## src/rtl/uart_pkg.sv

```systemverilog
// Shared UART definitions: receiver state encoding and line idle level.
// Also used by the transmit side.
package uart_pkg;

  typedef enum logic [2:0] {
    IDLE,
    START,
    DATA,
    PARITY,
    STOP,
    WAIT_IDLE
  } uart_rx_state_t;

  // Level of an idle serial line (mark).
  localparam logic UART_IDLE_LEVEL = 1'b1;

endpackage

```

## src/rtl/uart_rx_if.sv

```systemverilog
// Receiver-side bundle: serial input, fifo back-pressure and push/status outputs.
// master = the receiver driving the push side, slave = the consumer/line driver.
interface uart_rx_if #(
  parameter int data_width = 8
);

  logic                  rx;
  logic                  full;
  logic [data_width-1:0] data_out;
  logic                  data_valid;
  logic                  framing_error;
  logic                  parity_error;
  logic                  overrun_error;
  logic                  busy;

  modport master (
    input  rx,
    input  full,
    output data_out,
    output data_valid,
    output framing_error,
    output parity_error,
    output overrun_error,
    output busy
  );

  modport slave (
    output rx,
    output full,
    input  data_out,
    input  data_valid,
    input  framing_error,
    input  parity_error,
    input  overrun_error,
    input  busy
  );

endinterface

```

## src/rtl/sync_2ff.sv

```systemverilog
// Two-flop synchroniser for asynchronous inputs, one independent chain per bit.
// Flops reset to reset_value so an idle-high line does not look like an edge after reset.
module sync_2ff #(
  parameter int   width       = 1,
  parameter logic reset_value = 1'b1
) (
  input  logic             clock,
  input  logic             resetn,
  input  logic [width-1:0] d,
  output logic [width-1:0] q
);

  for (genvar gi = 0; gi < width; gi++) begin : g_bit
    logic meta_reg;
    logic sync_reg;

    // Two-stage capture of one asynchronous bit.
    always_ff @(posedge clock or negedge resetn) begin
      if (!resetn) begin
        meta_reg <= reset_value;
        sync_reg <= reset_value;
      end else begin
        meta_reg <= d[gi];
        sync_reg <= meta_reg;
      end
    end

    assign q[gi] = sync_reg;
  end

endmodule

```

## src/rtl/uart_rx.sv

```systemverilog
// UART receiver: 1 start, data_width data bits LSB first, optional even parity, 1 stop.
// Pushes good bytes into a downstream fifo; false starts, framing, parity and
// overrun are detected and bad bytes are never pushed.
// Build option: define UART_PARITY_EN to expect an even-parity bit after the data.
module uart_rx
  import uart_pkg::*;
#(
  parameter int clocks_per_bit = 434,
  parameter int data_width     = 8
) (
  input logic       clock,
  input logic       resetn,
  uart_rx_if.master bus
);

  localparam int cnt_w = $clog2(clocks_per_bit);
  localparam int idx_w = $clog2(data_width + 1);

  // Half a bit period after the falling edge puts all later samples mid-bit.
  localparam logic [cnt_w-1:0] cnt_half = cnt_w'(clocks_per_bit / 2 - 1);
  localparam logic [cnt_w-1:0] cnt_last = cnt_w'(clocks_per_bit - 1);
  localparam logic [idx_w-1:0] idx_last = idx_w'(data_width - 1);

  if (clocks_per_bit < 4) begin : g_cpb_check
    $error("uart_rx: clocks_per_bit must be >= 4");
  end

  uart_rx_state_t        state_reg;
  logic [cnt_w-1:0]      cnt_reg;
  logic [idx_w-1:0]      idx_reg;
  logic [data_width-1:0] shift_reg;
  logic [data_width-1:0] data_out_reg;
  logic                  data_valid_reg;
  logic                  framing_error_reg;
  logic                  parity_error_reg;
  logic                  overrun_error_reg;
  logic                  rx_s;
  logic                  parity_bad;

  sync_2ff #(
    .width       (1),
    .reset_value (UART_IDLE_LEVEL)
  ) u_rx_sync (
    .clock  (clock),
    .resetn (resetn),
    .d      (bus.rx),
    .q      (rx_s)
  );

`ifdef UART_PARITY_EN
  logic parity_bit_reg;
  // Even parity: data bits plus parity bit must XOR to zero.
  assign parity_bad = ^{shift_reg, parity_bit_reg};
`else
  assign parity_bad = 1'b0;
`endif

  // Frame state machine with registered push and error pulses.
  always_ff @(posedge clock or negedge resetn) begin
    if (!resetn) begin
      state_reg         <= IDLE;
      cnt_reg           <= '0;
      idx_reg           <= '0;
      shift_reg         <= '0;
      data_out_reg      <= '0;
      data_valid_reg    <= 1'b0;
      framing_error_reg <= 1'b0;
      parity_error_reg  <= 1'b0;
      overrun_error_reg <= 1'b0;
`ifdef UART_PARITY_EN
      parity_bit_reg    <= 1'b0;
`endif
    end else begin
      data_valid_reg    <= 1'b0;
      framing_error_reg <= 1'b0;
      parity_error_reg  <= 1'b0;
      overrun_error_reg <= 1'b0;

      case (state_reg)
        IDLE: begin
          cnt_reg <= '0;
          if (rx_s != UART_IDLE_LEVEL) begin
            state_reg <= START;
          end
        end

        START: begin
          if (cnt_reg == cnt_half) begin
            cnt_reg <= '0;
            idx_reg <= '0;
            // Line back high at mid start bit: treat as a glitch, silently.
            state_reg <= (rx_s == UART_IDLE_LEVEL) ? IDLE : DATA;
          end else begin
            cnt_reg <= cnt_reg + cnt_w'(1);
          end
        end

        DATA: begin
          if (cnt_reg == cnt_last) begin
            cnt_reg   <= '0;
            shift_reg <= {rx_s, shift_reg[data_width-1:1]};
            if (idx_reg == idx_last) begin
              idx_reg <= '0;
`ifdef UART_PARITY_EN
              state_reg <= PARITY;
`else
              state_reg <= STOP;
`endif
            end else begin
              idx_reg <= idx_reg + idx_w'(1);
            end
          end else begin
            cnt_reg <= cnt_reg + cnt_w'(1);
          end
        end

`ifdef UART_PARITY_EN
        PARITY: begin
          if (cnt_reg == cnt_last) begin
            cnt_reg        <= '0;
            parity_bit_reg <= rx_s;
            state_reg      <= STOP;
          end else begin
            cnt_reg <= cnt_reg + cnt_w'(1);
          end
        end
`endif

        STOP: begin
          if (cnt_reg == cnt_last) begin
            cnt_reg <= '0;
            // Exactly one outcome, framing first, then parity, then overrun.
            if (rx_s != UART_IDLE_LEVEL) begin
              framing_error_reg <= 1'b1;
              state_reg         <= WAIT_IDLE;
            end else if (parity_bad) begin
              parity_error_reg <= 1'b1;
              state_reg        <= IDLE;
            end else if (bus.full) begin
              overrun_error_reg <= 1'b1;
              state_reg         <= IDLE;
            end else begin
              data_out_reg   <= shift_reg;
              data_valid_reg <= 1'b1;
              state_reg      <= IDLE;
            end
          end else begin
            cnt_reg <= cnt_reg + cnt_w'(1);
          end
        end

        WAIT_IDLE: begin
          // A stuck-low line or break must not retrigger a frame.
          cnt_reg <= '0;
          if (rx_s == UART_IDLE_LEVEL) begin
            state_reg <= IDLE;
          end
        end

        default: begin
          state_reg <= IDLE;
          cnt_reg   <= '0;
        end
      endcase
    end
  end

  assign bus.data_out      = data_out_reg;
  assign bus.data_valid    = data_valid_reg;
  assign bus.framing_error = framing_error_reg;
  assign bus.parity_error  = parity_error_reg;
  assign bus.overrun_error = overrun_error_reg;
  assign bus.busy          = (state_reg != IDLE);

endmodule

```

## src/flat_wrapper.sv

```systemverilog
// flat-port wrapper written by rule: the top's interface ports become plain ports
module uart_rx_flat import uart_pkg::*;
#(
  parameter int clocks_per_bit = 434,
  parameter int data_width     = 8
)
  (clock, resetn, bus_rx, bus_full, bus_data_out, bus_data_valid, bus_framing_error, bus_parity_error, bus_overrun_error, bus_busy);
  uart_rx_if #(.data_width(data_width)) bus_i ();
  input logic clock;
  input logic resetn;
  input wire logic [$bits(bus_i.rx)-1:0] bus_rx;
  input wire logic [$bits(bus_i.full)-1:0] bus_full;
  output wire logic [$bits(bus_i.data_out)-1:0] bus_data_out;
  output wire logic [$bits(bus_i.data_valid)-1:0] bus_data_valid;
  output wire logic [$bits(bus_i.framing_error)-1:0] bus_framing_error;
  output wire logic [$bits(bus_i.parity_error)-1:0] bus_parity_error;
  output wire logic [$bits(bus_i.overrun_error)-1:0] bus_overrun_error;
  output wire logic [$bits(bus_i.busy)-1:0] bus_busy;
  assign bus_i.rx = bus_rx;
  assign bus_i.full = bus_full;
  assign bus_data_out = bus_i.data_out;
  assign bus_data_valid = bus_i.data_valid;
  assign bus_framing_error = bus_i.framing_error;
  assign bus_parity_error = bus_i.parity_error;
  assign bus_overrun_error = bus_i.overrun_error;
  assign bus_busy = bus_i.busy;
  uart_rx #(.clocks_per_bit(clocks_per_bit), .data_width(data_width)) u_core (.clock(clock), .resetn(resetn), .bus(bus_i));
endmodule
```

## config.mk

```make
export PLATFORM = sky130hd
export DESIGN_NAME = uart_rx_flat
export DESIGN_NICKNAME = d
export VERILOG_FILES = /design/src/rtl/uart_pkg.sv /design/src/rtl/uart_rx_if.sv /design/src/rtl/sync_2ff.sv /design/src/rtl/uart_rx.sv /design/src/flat_wrapper.sv
export SDC_FILE = /design/constraint.sdc
export NUM_CORES = 1
export LEC_CHECK = 0
export ABC_AREA = 0
export CAP_MARGIN = 20
export CORE_UTILIZATION = 64
export DETAILED_ROUTE_END_ITERATION = 6
export DONT_BUFFER_PORTS = 1
export PLACE_DENSITY = 0.89
export RECOVER_POWER = 100
export SYNTH_ARGS = -nofsm -noshare
export SYNTH_HDL_FRONTEND = slang
export SYNTH_SLANG_ARGS = --single-unit
```

## constraint.sdc

```tcl
create_clock -name clock -period 3.95 [get_ports clock]
set_input_delay 0.5925 -clock clock [delete_from_list [all_inputs] [get_ports clock]]
set_output_delay 0.5925 -clock clock [all_outputs]
set_load 0.005 [all_outputs]
```

== Yosys cells after proc, flatten, opt, wreduce, memory -nomap -nowiden ==
Cells that the tools add are included.
Cells by class
  add/subtract/negate cells: 2
  equality and inequality tests: 13
  muxes and demuxes: 27
  bitwise logic cells: 1
  reductions and logical operators: 8
Operators with widths (number)
  $mux 3: 7
  $mux 9: 2
  $pmux 9 s2: 1
  $pmux 3 s5: 1
  $mux 4: 3
  $mux 1: 11
  $add 9x1->9 const B: 1
  $eq 9x8->1 const B: 1
  $eq 9x9->1 const B: 1
  $ne 2x1->1 const B: 4
  $pmux 4 s2: 1
  $eq 3x3->1 const B: 2
  $reduce_and 6->1: 1
  $add 4x1->4 const B: 1
  $eq 4x3->1 const B: 1
  $ne 2x2->1 const B: 2
  $reduce_and 4->1: 1
  $eq 3x1->1 const B: 1
  $eq 3x2->1 const B: 1
  $logic_not 3->1: 1
  $reduce_and 3->1: 1
  $reduce_bool 3->1: 1
  $mux 2: 1
  $reduce_and 2->1: 1
  other kinds (3): 3
Storage, ports and cells
  register bits: 37
  input port bits: 4
  output and inout bits: 13
  word-level logic and storage cells: 61

== Depth between registers and ports, before layout ==
  depth in word-level cells: 4
  gate-level depth with buffers: 7
  mapped depth without buffers: 6

== By module ==
From an unflattened synthesis, not the netlist that was laid out.
Second synthesis, totals
  cells, all modules: 136
  area, all modules: 1662.8 um2
Modules (own cells, without submodules)
  uart_rx: times used 1, cells each 134, area an instance 1610.3 um2, sequential area each 875.8 um2
  sync_2ff: times used 1, cells each 2, area an instance 52.6 um2, sequential area each 52.6 um2

== Least setup slack after synthesis ==
No wires, ideal clock.
  path type: register to register
  from: register u_core.cnt_reg[1]
  to: register u_core.data_out_reg[0] (netlist: u_core.bus.data_out[0])
  library setup time: 125 ps
  data arrival time: 1821 ps
  data required time: 3825 ps
  slack: 2003 ps
  cell stages (with the launch flop): 8
  buffers on the path: 1
  clock period less this slack: 1947 ps
  cell sequence: dfrtp_1 inv_1 ha_1 and4b_2 nand2_2 or4b_4 buf_6 mux2_4
Between the ends
  word-level cells in the longest chain between the ends: 2
Ends and longest elaborated chain
  from (decl): RTL line uart_rx.sv:29  | logic [cnt_w-1:0] cnt_reg;
  from (signal assigned): RTL line uart_rx.sv:94  | cnt_reg <= cnt_reg + cnt_w'(1);
  from (signal assigned): RTL line uart_rx.sv:113  | cnt_reg <= cnt_reg + cnt_w'(1);
  from (signal assigned): RTL line uart_rx.sv:148  | cnt_reg <= cnt_reg + cnt_w'(1);
  $eq 9x9->1: RTL line uart_rx.sv:130  | if (cnt_reg == cnt_last) begin
  $reduce_and 4->1 (no source line)
  to (signal assigned): RTL line uart_rx.sv:143  | data_out_reg <= shift_reg;
  to (decl): RTL line uart_rx.sv:32  | logic [data_width-1:0] data_out_reg;
No other way between the ends.
A chain may end at the register's enable or synchronous reset.

== Worst setup path after layout ==
  from: register u_core.cnt_reg[1]
  to: register u_core.data_out_reg[6] (netlist: u_core.bus.data_out[6])
Same word-level chain as after synthesis.

==> flow_metrics.env <==
export IMPL_cp_max_fo=9
export IMPL_tightest_slew_ps=1800
export IMPL_crit_slowest_cell="or4b_1"
export IMPL_synth_area_leaders="dfrtp_1, mux2_4, mux2_2, dfstp_2, ha_1"
export IMPL_critPathKind="flop to flop"
export IMPL_rsz0062_at_grt="false"
export IMPL_start_kind="flop"
export IMPL_yosys_warnings=0
export IMPL_nNetsFinal=145
export IMPL_seq_area_um2=928
export IMPL_drc=0
export IMPL_routabilityCongestion=0.767
export IMPL_hold_viol_final=0
export IMPL_dpl_hpwl_mm=2.05
export IMPL_slew_limit_headroom=-0.201
export IMPL_intPower_uw=448
export IMPL_pin_count=17
export IMPL_first_iter_violations=29
export IMPL_syn_nets=142
export IMPL_vdd_drop_max_v=0.000283
export IMPL_clockRootBuffer="clkbuf_4"
export IMPL_via_count=1048
export IMPL_yosys_area_top_type="dfrtp_1"
export IMPL_grtUsageTotal=0.248
export IMPL_p_switching_uw=143
export IMPL_powerDensity_nw_per_um2=346
export IMPL_ant_nets=0
export IMPL_clockPowerShare=0.341
export IMPL_dieHeight_um=53.3
export IMPL_synth_edf_count=0
export IMPL_worstSkewPairLatency_ps=360
export IMPL_crit_chain="inv_1 -> ha_1 -> and4b_1 -> nand2_1 -> or4b_1 -> mux2_1"
export IMPL_hp_class="input pin to async pin"
export IMPL_clock_path_buffers=2
export IMPL_clk_pin_slew_ps=120
export IMPL_design_area_um2=1710
export IMPL_cts_tree="built"
export IMPL_fillers=189
export IMPL_p_comb_frac=0.013
export IMPL_cp_required_ps=4190
export IMPL_seq_power_share=0.646
export IMPL_synth_most_common_cell="dfrtp_1"
export IMPL_n_antenna_cell=0
export IMPL_post_place_cells=159
export IMPL_fp_coreArea_um2=2480
export IMPL_fin_ws_ps=1660
export IMPL_routed_wl_mm=2.92
export IMPL_min_period_ps=2290
export IMPL_grt_pass1_wl_mm=4.70
export IMPL_netlist_instances=134
export IMPL_instances_no_fill=168
export IMPL_antenna_found_initial=0
export IMPL_start_util=0.680
export IMPL_routed_wire_length_per_instance_um=17.4
export IMPL_drive_above_1_share=0.167
export IMPL_maxCapViolations=1
export IMPL_multiInputGateArea_um2=666
export IMPL_final_max_slew_viol_count=36
export IMPL_yosysSeqAreaShare=0.551
export IMPL_placed_area_um2=1690
export IMPL_grt_pass1_vias=953
export IMPL_violations="max-capacitance violations, max-slew violations"
export IMPL_cp_end_kind="flop"
export IMPL_synth_cell_types=42
export IMPL_synth_seq_cells=37
export IMPL_crit_buf_inv=1
export IMPL_fin_crit_sh=0.579
export IMPL_cts_inserted_buffers=5
export IMPL_num_rows=18
export IMPL_tns_ps=0
export IMPL_drtPass1Iterations=4
export IMPL_crit_arrival_ps=2530
export IMPL_synth_top_area_share=0.520
export IMPL_ys_async_sr_fraction=1.00
export IMPL_critPathMaxStageDelay_ps=730
export IMPL_ys_flop_type="dfrtp_1"
export IMPL_synth_common_cells="dfrtp_1, mux2_2, nor2_1"
export IMPL_die_x_um=53.3
export IMPL_globalRouteOverflowTotal=0
export IMPL_syn_to_final_growth_pct=1.49
export IMPL_cts_sink_count=37
export IMPL_port_buffers=0
export IMPL_finalCoreUtilization=0.690
export IMPL_grt_max_degree=36
export IMPL_clock_skew_ps=12.0
export IMPL_die_area_um2=2840
export IMPL_status="complete, but fails checks"
export IMPL_largest_reg_flops=9
export IMPL_total_leakage_power_uw=0.000854
export IMPL_viasPerCell=6.24
export IMPL_path_delay_family="simple AND/OR/NAND/NOR gates"
export IMPL_post_place_ws_ps=1860
export IMPL_max_freq_mhz=437
export IMPL_syn_area_um2=1680
export IMPL_h_tree_depth=2
export IMPL_postSynthAreaPerCell_um2=12.6
export IMPL_p_sw_frac=0.242
export IMPL_setup_viol=0
==> power groups by stage <==
stage,combinational [uW],clock (uW),sequential [uW]
after CTS,9.98,202,382
after global routing,9.17,221,382
after floorplan,1.52,0,389
after detailed placement,0.838,0,389
after global placement,0.828,0,389
final,7.46,202,382
==> cells in the final DEF, fill, tap and decap left out, types with 2 or more instances in the layout <==
| master | n |
|---|---|
| dfrtp_1 | 35 |
| mux2_2 | 10 |
| nor2_1 | 9 |
| nand2_1 | 8 |
| mux2_1 | 8 |
| nand3_1 | 5 |
| inv_1 | 5 |
| clkbuf_4 | 5 |
| nor3b_1 | 4 |
| xor2_1 | 4 |
| xnor2_1 | 4 |
| ha_1 | 4 |
| nor2b_1 | 3 |
| nor3_1 | 3 |
| and3_1 | 2 |
| nand4_1 | 2 |
| clkinv_2 | 2 |
| dfstp_2 | 2 |
==> metrics by stage <==
stage / hold slack [ps] / power [uW]
floorplan: 297 / 390
global placement: 298 / 390
finish: 72.4 / 591
global route: 55.1 / 613
CTS: 49.1 / 594
detailed placement: 298 / 390
==> layout make-up <==
cell class,instances,area share
sequential,37,0.543
tap,30,0.0220
inverter,5,0.0110
multi-input combinational,87,0.389
clock buffer,5,0.0220
timing repair buffer,1,0.00220
clock inverter,3,0.0102
==> cell families (layout without fill, tap and decap cells) <==
logic type | count (synthesis) | count (layout) | share of synthesized area
XOR/XNOR | 8 | 8 | 0.0416
flip-flops | 37 | 37 | 0.551
adder cells (fa/ha/maj) | 4 | 4 | 0.0297
multiplexers | 18 | 18 | 0.138
buffers and inverters | 10 | 14 | 0.0312
other | 1 | 1 | 0.00223
AND/OR/NAND/NOR | 47 | 47 | 0.165
AO/OA/AOI/OAI | 9 | 9 | 0.0409
==> worst paths after layout <==
kind	start	endpoint	slack, ps	cells past startpoint
max in group asynchronous	resetn	u_core.state_reg[0]$_DFFE_PN0P_	2200	1
worst min register to register	u_core.u_rx_sync.g_bit[0].meta_reg$_DFF_PN1_	u_core.u_rx_sync.q$_DFF_PN1_	360	0
worst min-delay path	resetn	u_core.u_rx_sync.q$_DFF_PN1_	70	0
worst max-delay path	u_core.cnt_reg[1]$_DFF_PN0_	u_core.bus.data_out[6]$_DFFE_PN0P_	1660	6
min in group clock	bus_rx	u_core.u_rx_sync.g_bit[0].meta_reg$_DFF_PN1_	230	0
worst max register to register	u_core.cnt_reg[1]$_DFF_PN0_	u_core.bus.data_out[6]$_DFFE_PN0P_	1660	6
==> per-layer routing <==
metal | track usage | vias to the layer above | wire (um) | share of wire
met5 | 0 | - | 0 | 0
met4 | 0.132 | 0 | 89 | 0.031
met3 | 0.0862 | 9 | 147 | 0.050
met2 | 0.360 | 32 | 1410 | 0.48
met1 | 0.321 | 532 | 1270 | 0.43
li1 | - | 475 | - | -
==> repair_timing <==
item	in CTS	in global routing
setup buffers	0	0
resized for setup	0	0
hold buffers	1	0
endpoints found under the hold margin	35	0
Power figures use the tool's default switching activity.
